## src/rtl/pipe_trace_buffer_pkg.sv

```systemverilog
// rtl/pipe_trace_buffer_pkg.sv - shared encodings and helpers for the pipeline trace buffer
package pipe_trace_buffer_pkg;

    typedef enum logic [1:0] {
        ST_IDLE  = 2'b00,
        ST_ARMED = 2'b01,
        ST_POST  = 2'b10,
        ST_DONE  = 2'b11
    } state_e;

    typedef enum logic [1:0] {
        TM_ADDR   = 2'b00,
        TM_IRQ    = 2'b01,
        TM_EITHER = 2'b10,
        TM_FORCE  = 2'b11
    } trig_mode_e;

    // Ceiling log2 usable in parameter expressions.
    function automatic int clog2(input int value);
        int r;
        int v;
        r = 0;
        v = value - 1;
        while (v > 0) begin
            r = r + 1;
            v = v >> 1;
        end
        return r;
    endfunction

endpackage

```

## src/rtl/pipe_trace_buffer_trace_ram.sv

```systemverilog
// rtl/pipe_trace_buffer_trace_ram.sv - trace storage, one write port and one registered read port
module trace_ram
    import pipe_trace_buffer_pkg::*;
#(
    parameter int WIDTH = 80,
    parameter int DEPTH = 16,
    localparam int AW   = clog2(DEPTH)
) (
    input  logic             clk,
    input  logic             reset,
    input  logic             we,
    input  logic [AW-1:0]    waddr,
    input  logic [WIDTH-1:0] wdata,
    input  logic             re,
    input  logic [AW-1:0]    raddr,
    output logic [WIDTH-1:0] rdata
);

    logic [WIDTH-1:0] mem [DEPTH];
    logic [WIDTH-1:0] rdata_d;
    logic [WIDTH-1:0] rdata_q;

    // Storage array is deliberately left unreset.
    always_ff @(posedge clk) begin
        if (we) begin
            mem[waddr] <= wdata;
        end
    end

    // Read data holds until the next read.
    always_comb begin
        rdata_d = rdata_q;
        if (re) begin
            rdata_d = mem[raddr];
        end
    end

    // Registered read port, cleared by reset.
    always_ff @(posedge clk or negedge reset) begin
        if (!reset) begin
            rdata_q <= '0;
        end else begin
            rdata_q <= rdata_d;
        end
    end

    assign rdata = rdata_q;

endmodule

```

## src/rtl/pipe_trace_buffer.sv

```systemverilog
// rtl/pipe_trace_buffer.sv - triggered pipeline trace capture with post-trigger window and readout
module pipe_trace_buffer
    import pipe_trace_buffer_pkg::*;
#(
    parameter int DATA_W = 16,
    parameter int ADDR_W = 16,
    parameter int NCH    = 4,
    parameter int DEPTH  = 16,
    parameter int POST   = 8,
    localparam int AW    = clog2(DEPTH),
    localparam int EW    = ADDR_W + NCH * DATA_W
) (
    input  logic                  clk,
    input  logic                  reset,
    input  logic                  arm,
    input  logic                  disarm,
    input  logic [1:0]            trig_mode,
    input  logic [ADDR_W-1:0]     trig_addr,
    input  logic                  force_trig,
    input  logic                  interrupt,
    input  logic                  sample_en,
    input  logic [ADDR_W-1:0]     cur_addr,
    input  logic [NCH*DATA_W-1:0] ch_data,
    input  logic                  rd_req,
    output logic [EW-1:0]         rd_data,
    output logic                  rd_valid,
    output logic                  rd_last,
    output logic [1:0]            state,
    output logic [AW-1:0]         trig_pos
);

    localparam logic [AW:0]   DEPTH_W = (AW + 1)'(DEPTH);
    localparam logic [AW:0]   POST_W  = (AW + 1)'(POST);
    localparam logic [AW:0]   ONE_W   = (AW + 1)'(1);
    localparam logic [AW-1:0] POST_A  = AW'(POST);
    localparam logic [AW-1:0] ONE_A   = AW'(1);

    state_e        state_q, state_d;
    logic [AW-1:0] wr_ptr_q, wr_ptr_d;
    logic [AW:0]   fill_q, fill_d;
    logic [AW-1:0] post_cnt_q, post_cnt_d;
    logic [AW-1:0] rd_ptr_q, rd_ptr_d;
    logic [AW:0]   remain_q, remain_d;
    logic          rd_valid_q, rd_valid_d;
    logic          rd_last_q, rd_last_d;
    logic [AW-1:0] trig_pos_q, trig_pos_d;

    logic          trig_hit;
    logic          mode_hit;
    logic          addr_hit;
    logic [AW:0]   fill_inc;
    logic          wr_en;
    logic          rd_en;
    logic          done_entry;

    // Trigger qualifier from the selected mode; force_trig works in every mode.
    always_comb begin
        addr_hit = (cur_addr == trig_addr);
        mode_hit = 1'b0;
        case (trig_mode)
            TM_ADDR:   mode_hit = addr_hit;
            TM_IRQ:    mode_hit = interrupt;
            TM_EITHER: mode_hit = addr_hit | interrupt;
            default:   mode_hit = 1'b0;
        endcase
        trig_hit = force_trig | mode_hit;
    end

    // Fill count including the sample written this cycle, saturating at DEPTH.
    assign fill_inc = (fill_q == DEPTH_W) ? fill_q : fill_q + ONE_W;

    // Capture/readout sequencing; disarm overrides everything else.
    always_comb begin
        state_d    = state_q;
        wr_ptr_d   = wr_ptr_q;
        fill_d     = fill_q;
        post_cnt_d = post_cnt_q;
        rd_ptr_d   = rd_ptr_q;
        remain_d   = remain_q;
        trig_pos_d = trig_pos_q;
        rd_valid_d = 1'b0;
        rd_last_d  = 1'b0;
        wr_en      = 1'b0;
        rd_en      = 1'b0;
        done_entry = 1'b0;

        if (disarm) begin
            state_d  = ST_IDLE;
            remain_d = '0;
        end else begin
            case (state_q)
                ST_IDLE: begin
                    if (arm) begin
                        state_d  = ST_ARMED;
                        wr_ptr_d = '0;
                        fill_d   = '0;
                    end
                end
                ST_ARMED: begin
                    if (sample_en) begin
                        wr_en    = 1'b1;
                        wr_ptr_d = wr_ptr_q + ONE_A;
                        fill_d   = fill_inc;
                        if (trig_hit) begin
                            if (POST == 0) begin
                                done_entry = 1'b1;
                            end else begin
                                state_d    = ST_POST;
                                post_cnt_d = POST_A;
                            end
                        end
                    end
                end
                ST_POST: begin
                    if (sample_en) begin
                        wr_en      = 1'b1;
                        wr_ptr_d   = wr_ptr_q + ONE_A;
                        fill_d     = fill_inc;
                        post_cnt_d = post_cnt_q - ONE_A;
                        if (post_cnt_q == ONE_A) begin
                            done_entry = 1'b1;
                        end
                    end
                end
                ST_DONE: begin
                    if (rd_last_q) begin
                        state_d = ST_IDLE;
                    end else if (rd_req && (remain_q != '0)) begin
                        rd_en      = 1'b1;
                        rd_ptr_d   = rd_ptr_q + ONE_A;
                        remain_d   = remain_q - ONE_W;
                        rd_valid_d = 1'b1;
                        rd_last_d  = (remain_q == ONE_W);
                    end
                end
                default: state_d = ST_IDLE;
            endcase

            // Oldest entry sits fill_inc slots behind the post-write pointer.
            if (done_entry) begin
                state_d    = ST_DONE;
                remain_d   = fill_inc;
                rd_ptr_d   = (wr_ptr_q + ONE_A) - fill_inc[AW-1:0];
                trig_pos_d = (fill_inc > POST_W) ? AW'(fill_inc - POST_W - ONE_W) : '0;
            end
        end
    end

    // Control state registers.
    always_ff @(posedge clk or negedge reset) begin
        if (!reset) begin
            state_q    <= ST_IDLE;
            wr_ptr_q   <= '0;
            fill_q     <= '0;
            post_cnt_q <= '0;
            rd_ptr_q   <= '0;
            remain_q   <= '0;
            rd_valid_q <= 1'b0;
            rd_last_q  <= 1'b0;
            trig_pos_q <= '0;
        end else begin
            state_q    <= state_d;
            wr_ptr_q   <= wr_ptr_d;
            fill_q     <= fill_d;
            post_cnt_q <= post_cnt_d;
            rd_ptr_q   <= rd_ptr_d;
            remain_q   <= remain_d;
            rd_valid_q <= rd_valid_d;
            rd_last_q  <= rd_last_d;
            trig_pos_q <= trig_pos_d;
        end
    end

    trace_ram #(
        .WIDTH (EW),
        .DEPTH (DEPTH)
    ) u_trace_ram (
        .clk   (clk),
        .reset (reset),
        .we    (wr_en),
        .waddr (wr_ptr_q),
        .wdata ({cur_addr, ch_data}),
        .re    (rd_en),
        .raddr (rd_ptr_q),
        .rdata (rd_data)
    );

    assign rd_valid = rd_valid_q;
    assign rd_last  = rd_last_q;
    assign state    = state_q;
    assign trig_pos = trig_pos_q;

endmodule

```

## config.mk

```make
export PLATFORM = sky130hd
export DESIGN_NAME = pipe_trace_buffer
export DESIGN_NICKNAME = d
export VERILOG_FILES = /design/src/rtl/pipe_trace_buffer_pkg.sv /design/src/rtl/pipe_trace_buffer_trace_ram.sv /design/src/rtl/pipe_trace_buffer.sv
export SDC_FILE = /design/constraint.sdc
export NUM_CORES = 2
export LEC_CHECK = 0
export CORE_MARGIN = 8
export CORE_UTILIZATION = 55
export DETAILED_ROUTE_END_ITERATION = 8
export PLACE_DENSITY_LB_ADDON = 0.1
export SYNTH_ARGS = -nofsm -noshare
export SYNTH_HDL_FRONTEND = slang
export SYNTH_HIERARCHICAL = 1
export SYNTH_SLANG_ARGS = --single-unit
```

## constraint.sdc

```tcl
create_clock -name clk -period 9.1 [get_ports clk]
set_input_delay 1.82 -clock clk [delete_from_list [all_inputs] [get_ports clk]]
set_output_delay 1.82 -clock clk [all_outputs]
set_load 0.05 [all_outputs]
```

Yosys cells after proc, flatten, opt, wreduce, memory -nomap -nowiden

Memories as Yosys holds them, arrays and structs flattened. A register that Yosys moved wholly into a read port is not among the register bits.
Cells that the tools add are included.
Widths: inputs -> output; s select.

Flip-flop bits (word level): 30
RAM bits: 1,280
Bits of input ports: 106
Output and inout port bits: 88
Word-level logic and storage cells: 107
Memories: 1

Memory list:

| name            | words | width | read ports | clocked after Yosys merged registers in | write ports | RTL line                          | source |
|---|---|---|---|---|---|---|---|
| u_trace_ram.mem | 16    | 80    | 1          | 1                                       | 1           | pipe_trace_buffer_trace_ram.sv:19 | `logic [WIDTH-1:0] mem [DEPTH];` |

Add/subtract/negate cells: 8
Order comparisons: 1
Eq/ne operators: 20
Muxes and demuxes: 46
Bitwise operators: 3
Reduce and logical (&&, ||, !) cells: 19

Operators by type and width:

| cell                | count |
|---|---|
| $mux 4              | 10 |
| $mux 5              | 8 |
| $mux 1              | 17 |
| $eq 16x16->1        | 1 |
| $ne 4x4->1 const B  | 4 |
| $pmux 4 s2          | 2 |
| $mux 2              | 6 |
| $pmux 5 s2          | 1 |
| $reduce_and 5->1    | 2 |
| $reduce_bool 5->1   | 2 |
| $add 4x1->4 const B | 2 |
| $ne 2x2->1 const B  | 4 |
| $reduce_and 4->1    | 2 |
| $reduce_bool 2->1   | 4 |
| $sub 4x1->4 const B | 2 |
| $eq 2x2->1 const B  | 3 |
| $pmux 2 s3          | 1 |
| $reduce_bool 3->1   | 2 |
| $add 5x1->5 const B | 1 |
| $eq 5x1->1 const B  | 1 |
| $eq 5x5->1 const B  | 1 |
| $gt 5x4->1 const B  | 1 |
| $sub 5x1->5 const B | 1 |
| $eq 2x1->1 const B  | 2 |
| other kinds (14)    | 17 |

Longest topological paths before layout

Depth in word-level cells: 9
Mapped depth: 12
Depth with buffers taken out: 12

Hierarchy

Netlist, hierarchy kept.

Modules (own cells, without submodules):

| module            | times used | cells each | area an instance (µm²) | sequential area each (µm²) |
|---|---|---|---|---|
| trace_ram         | 1          | 2,152      | 51,644.5               | 40,438.8 |
| pipe_trace_buffer | 1          | 231        | 2,134.5                | 750.7 |

Worst setup path after synthesis

OpenSTA, ideal clock, no wires.

Kind: input -> register
Start point: in sample_en
End point: mem u_trace_ram.mem[0][0], enable pin
Library setup time: 616 ps
Arrival: 8,162 ps
Required time: 8,484 ps
Slack: 321 ps
Cell stages on the path: 4
Buffers on the path: 0
Path through: nor2b_1 -> and2_1 -> or3b_2 -> nor3_1

Word-level cells in the longest chain between the ends: 5

RTL lines:

| item                         | RTL line                                           | source |
|---|---|---|
| start, declared              | pipe_trace_buffer.sv:21                            | `input logic sample_en,` |
| $mux 1                       | pipe_trace_buffer.sv:100, pipe_trace_buffer.sv:115 |  |
| $mux 1                       | --                                                 |  |
| $mux 1                       | pipe_trace_buffer.sv:87                            | `if (disarm) begin` |
| via wr_en                    | pipe_trace_buffer.sv:52                            | `logic wr_en;` |
| $mux 1                       | pipe_trace_buffer_trace_ram.sv:25                  | `if (we) begin` |
| $mux 1 (not written as such) | pipe_trace_buffer_trace_ram.sv:26                  | `mem[waddr] <= wdata;` |
| end, declared                | pipe_trace_buffer_trace_ram.sv:19                  |  |

The timed path passes the listed nets, and every way through them passes these cells.

Worst setup path in the final report

Start point: in disarm
End point: mem u_trace_ram.mem[3][33], enable pin

Word-level cells in the longest chain between the ends: 3

RTL lines:

| item                         | RTL line                          | source |
|---|---|---|
| start, declared              | pipe_trace_buffer.sv:16           | `input logic disarm,` |
| $mux 1                       | pipe_trace_buffer.sv:87           |  |
| via wr_en                    | pipe_trace_buffer.sv:52           |  |
| $mux 1                       | pipe_trace_buffer_trace_ram.sv:25 |  |
| $mux 1 (not written as such) | pipe_trace_buffer_trace_ram.sv:26 |  |

The timed path passes the listed nets, and every way through them passes these cells.

==> run_results.csv <==
group,metric,value,unit
clocking,clkTransAtPathRegs,0.06,ns
timing,slew_viol_final,0,
timing,slew_headroom,0.185,
logic_synthesis,synth-simple-area-share,0.0146,
clocking,ctsRootBufferMaster,"clkbuf_16",
timing,setup_viol,0,
logic_synthesis,syn_nets,2511,
timing,hold_viol,0,
worst_setup_path,worstPathMaxFanout,48,
timing,period_needed,5.12,ns
logic_synthesis,synth_area,53800,um^2
logic_synthesis,synthArstFlopShare,0.0791,
clocking,holdBufCountCts,0,
die,initial_core_util,0.555,
drt,vias,25100,
timing,rsz0062_at_grt,"false",
timing,finClkSkew,0.0224,ns
logic_synthesis,syn_inst,2383,
logic_synthesis,synth_compound_area_frac,0.0386,
timing,worstMarginPinSlew,1.22,ns
job,cap_viol_max_count,0,
power,finalPower,13800,uW
worst_setup_path,worstSetupEndpointType,"register",
logic_synthesis,yosys-top-cells-area,"edfxtp_1, mux4_2, dfrtp_1",
placement,placedInstanceArea,57000,um^2
die,die_y,329,um
final_layout,final_core_util,0.636,
clocking,cts_tree,"built",
logic_synthesis,ys_seq_area_frac,0.766,
worst_setup_path,cp_data_arrival_time,5.47,ns
final_layout,syn_to_final_growth,14.5,%
logic_synthesis,yosysTopAreaCell,"edfxtp_1",
worst_hold_path,hp-class,"register to register",
timing,fin_hold_ws,0.524,ns
clocking,htreeDepth,4,
timing,period_share,0.563,
logic_synthesis,yosysWarnings,6,
drt,firstDrtPassIters,5,
worst_setup_path,required,9.45,ns
drt,drt_iter0_drc,2285,
power,power_leakage,0.0194,uW
final_layout,fin_area,61600,um^2
logic_synthesis,synth.avg_cell_area,22.6,um^2
final_layout,fillers,6473,
worst_setup_path,path_class,"primary input to register",
global_routing,grt_pass1_wl,175000,um
final_layout,layout-drive-gt1-share,0.236,
clocking,insertion_delay,0.74,ns
placement,place_congestion,0.761,
die,io_pins,194,
clocking,cts.sinks,1390,
logic_synthesis,synth_edf_count,1280,
placement,hpwl,61600,um
logic_synthesis,synthAdderAreaFrac,0.00526,
final_layout,nNetsFinal,2757,
drt,drt-total-wl,118000,um
power,ir_drop,0.177,mV
die,die-area,108000,um^2
drt,ant_nets,0,
logic_synthesis,synth_top_area_share,0.715,
global_routing,grt_use_total,0.220,
clocking,cts_setup_buffers,0,
global_routing,grt-ovfl-total,0,
clocking,ctsResizeCount,0,
logic_synthesis,synth.distinct_cells,56,
die,rows,114,
logic_synthesis,muxShareOfSynthArea,0.151,
logic_synthesis,synth_top_family_by_area,"multiplexers",
logic_synthesis,ys_ff_latch,1390,
die,chipWidth,329,um
power,pwr_density_cell,225,nW/um^2
die,coreArea,96900,um^2
logic_synthesis,ys.flop_type,"edfxtp_1",
clocking,cts_buffer_depth,3,
clocking,cts_buffers,140,
placement,numPortBuffers,193,
drt,wire_per_inst,29.3,um
logic_synthesis,synth_xor_area_frac,0.00505,
drt,drc,0,
drt,viasPerCell,6.24,
timing,max_freq,195,MHz
global_routing,grt_pass1_vias,26600,
timing,fin_setup_tns,0,ns
global_routing,antenna_found_initial,6,
global_routing,grt_max_degree,161,
status,status,"completed",
worst_setup_path,start_kind,"primary input",
==> Yosys cell counts, types with 21 or more instances <==
master,n
o21ai_0,23
edfxtp_1,1280
mux2i_1,80
o22ai_1,82
dfrtp_1,110
mux4_2,293
buf_2,30
xnor2_1,23
nor2_1,101
clkbuf_1,44
mux4_1,27
ha_1,21
a221oi_2,81
==> layout make-up <==
cell class	instances	area, um^2	share of cell area
inverter	18	67.6	0.00110
clock inverter	57	583	0.00947
tap	1276	1600	0.0259
sequential	1390	41200	0.669
multi-input combinational	844	11700	0.190
antenna	2	5.00	0.0000813
clock buffer	202	4000	0.0649
timing repair buffer	235	2440	0.0396
==> sequential cells by signal, indices dropped and copies added (netlist names), 4 cells and up <==
name,flops
u_trace_ram/mem,1280
u_trace_ram/rdata,80
fill_q,5
remain_q,5
post_cnt_q,4
rd_ptr_q,4
trig_pos,4
wr_ptr_q,4
==> cells in the final DEF, fill, tap and decap left out, types with 45 or more instances in the layout <==
cell type and instances:
clkdlybuf4s50_1 192, mux2i_1 80, clkbuf_1 45, clkbuf_16 148, a221oi_2 81, mux4_2 293
nor2_1 88, dfrtp_1 107, edfxtp_1 1280, o22ai_1 82
==> power by group <==
group | switching, uW | total, uW | internal (uW)
Clock | 2310 | 5680 | 3370
Combinational | 587 | 977 | 389
Sequential | 70.0 | 7160 | 7090
Total | 2970 | 13800 | 10900
==> final timing paths <==
check	start	to	slack, ns	depth (start not counted)
max	disarm	u_trace_ram/mem[3][33]$_DFFE_PP_	3.98	7
min	trig_pos[0]$_DFFE_PN0P_	trig_pos[0]$_DFFE_PN0P_	0.52	2
max reg2reg	state[0]$_DFFE_PN0P_	u_trace_ram/mem[3][33]$_DFFE_PP_	5.23	7
min reg2reg	trig_pos[0]$_DFFE_PN0P_	trig_pos[0]$_DFFE_PN0P_	0.52	2
max in group asynchronous	reset	u_trace_ram/rdata[33]$_DFFE_PN0P_	6.62	2
min in group asynchronous	reset	fill_q[0]$_DFFE_PN0P_	1.15	1
==> critical path: stages <==
cell,delay (ns)
clkdlybuf4s50_1,0.81
nor2b_1,0.48
and2_1,0.27
or3b_2,0.59
nor2_4,0.11
buf_4,0.50
buf_4,0.85
==> layer usage <==
| metal | routed length (um) | vias up | GRT usage | part of all wire |
|---|---|---|---|---|
| met5 | 24 | - | 0 | 0.00020 |
| met4 | 2130 | 4 | 0.0556 | 0.018 |
| met3 | 7800 | 153 | 0.0442 | 0.066 |
| met2 | 58200 | 834 | 0.360 | 0.49 |
| met1 | 49600 | 13500 | 0.308 | 0.42 |
| li1 | - | 10600 | - | - |
==> logic make-up (layout without fill, tap and decap cells) <==
group	count (synthesis)	count (layout)
fa+ha+maj	22	22
xor+xnor	31	31
mux	401	401
compound gates	216	216
buf+inv	149	512
flops	1390	1390
simple gates	174	174
other cells	0	2
==> through the flow <==
stage / instances / setup WS (ns)
final: 4024 / 3.98
after global routing: 4022 / 3.83
after CTS: 4022 / 4.06
after detailed placement: 3763 / 3.29
after global placement: 3763 / 3.32
after floorplan: 2383 / 0.321
Power figures use the tool's default switching activity.
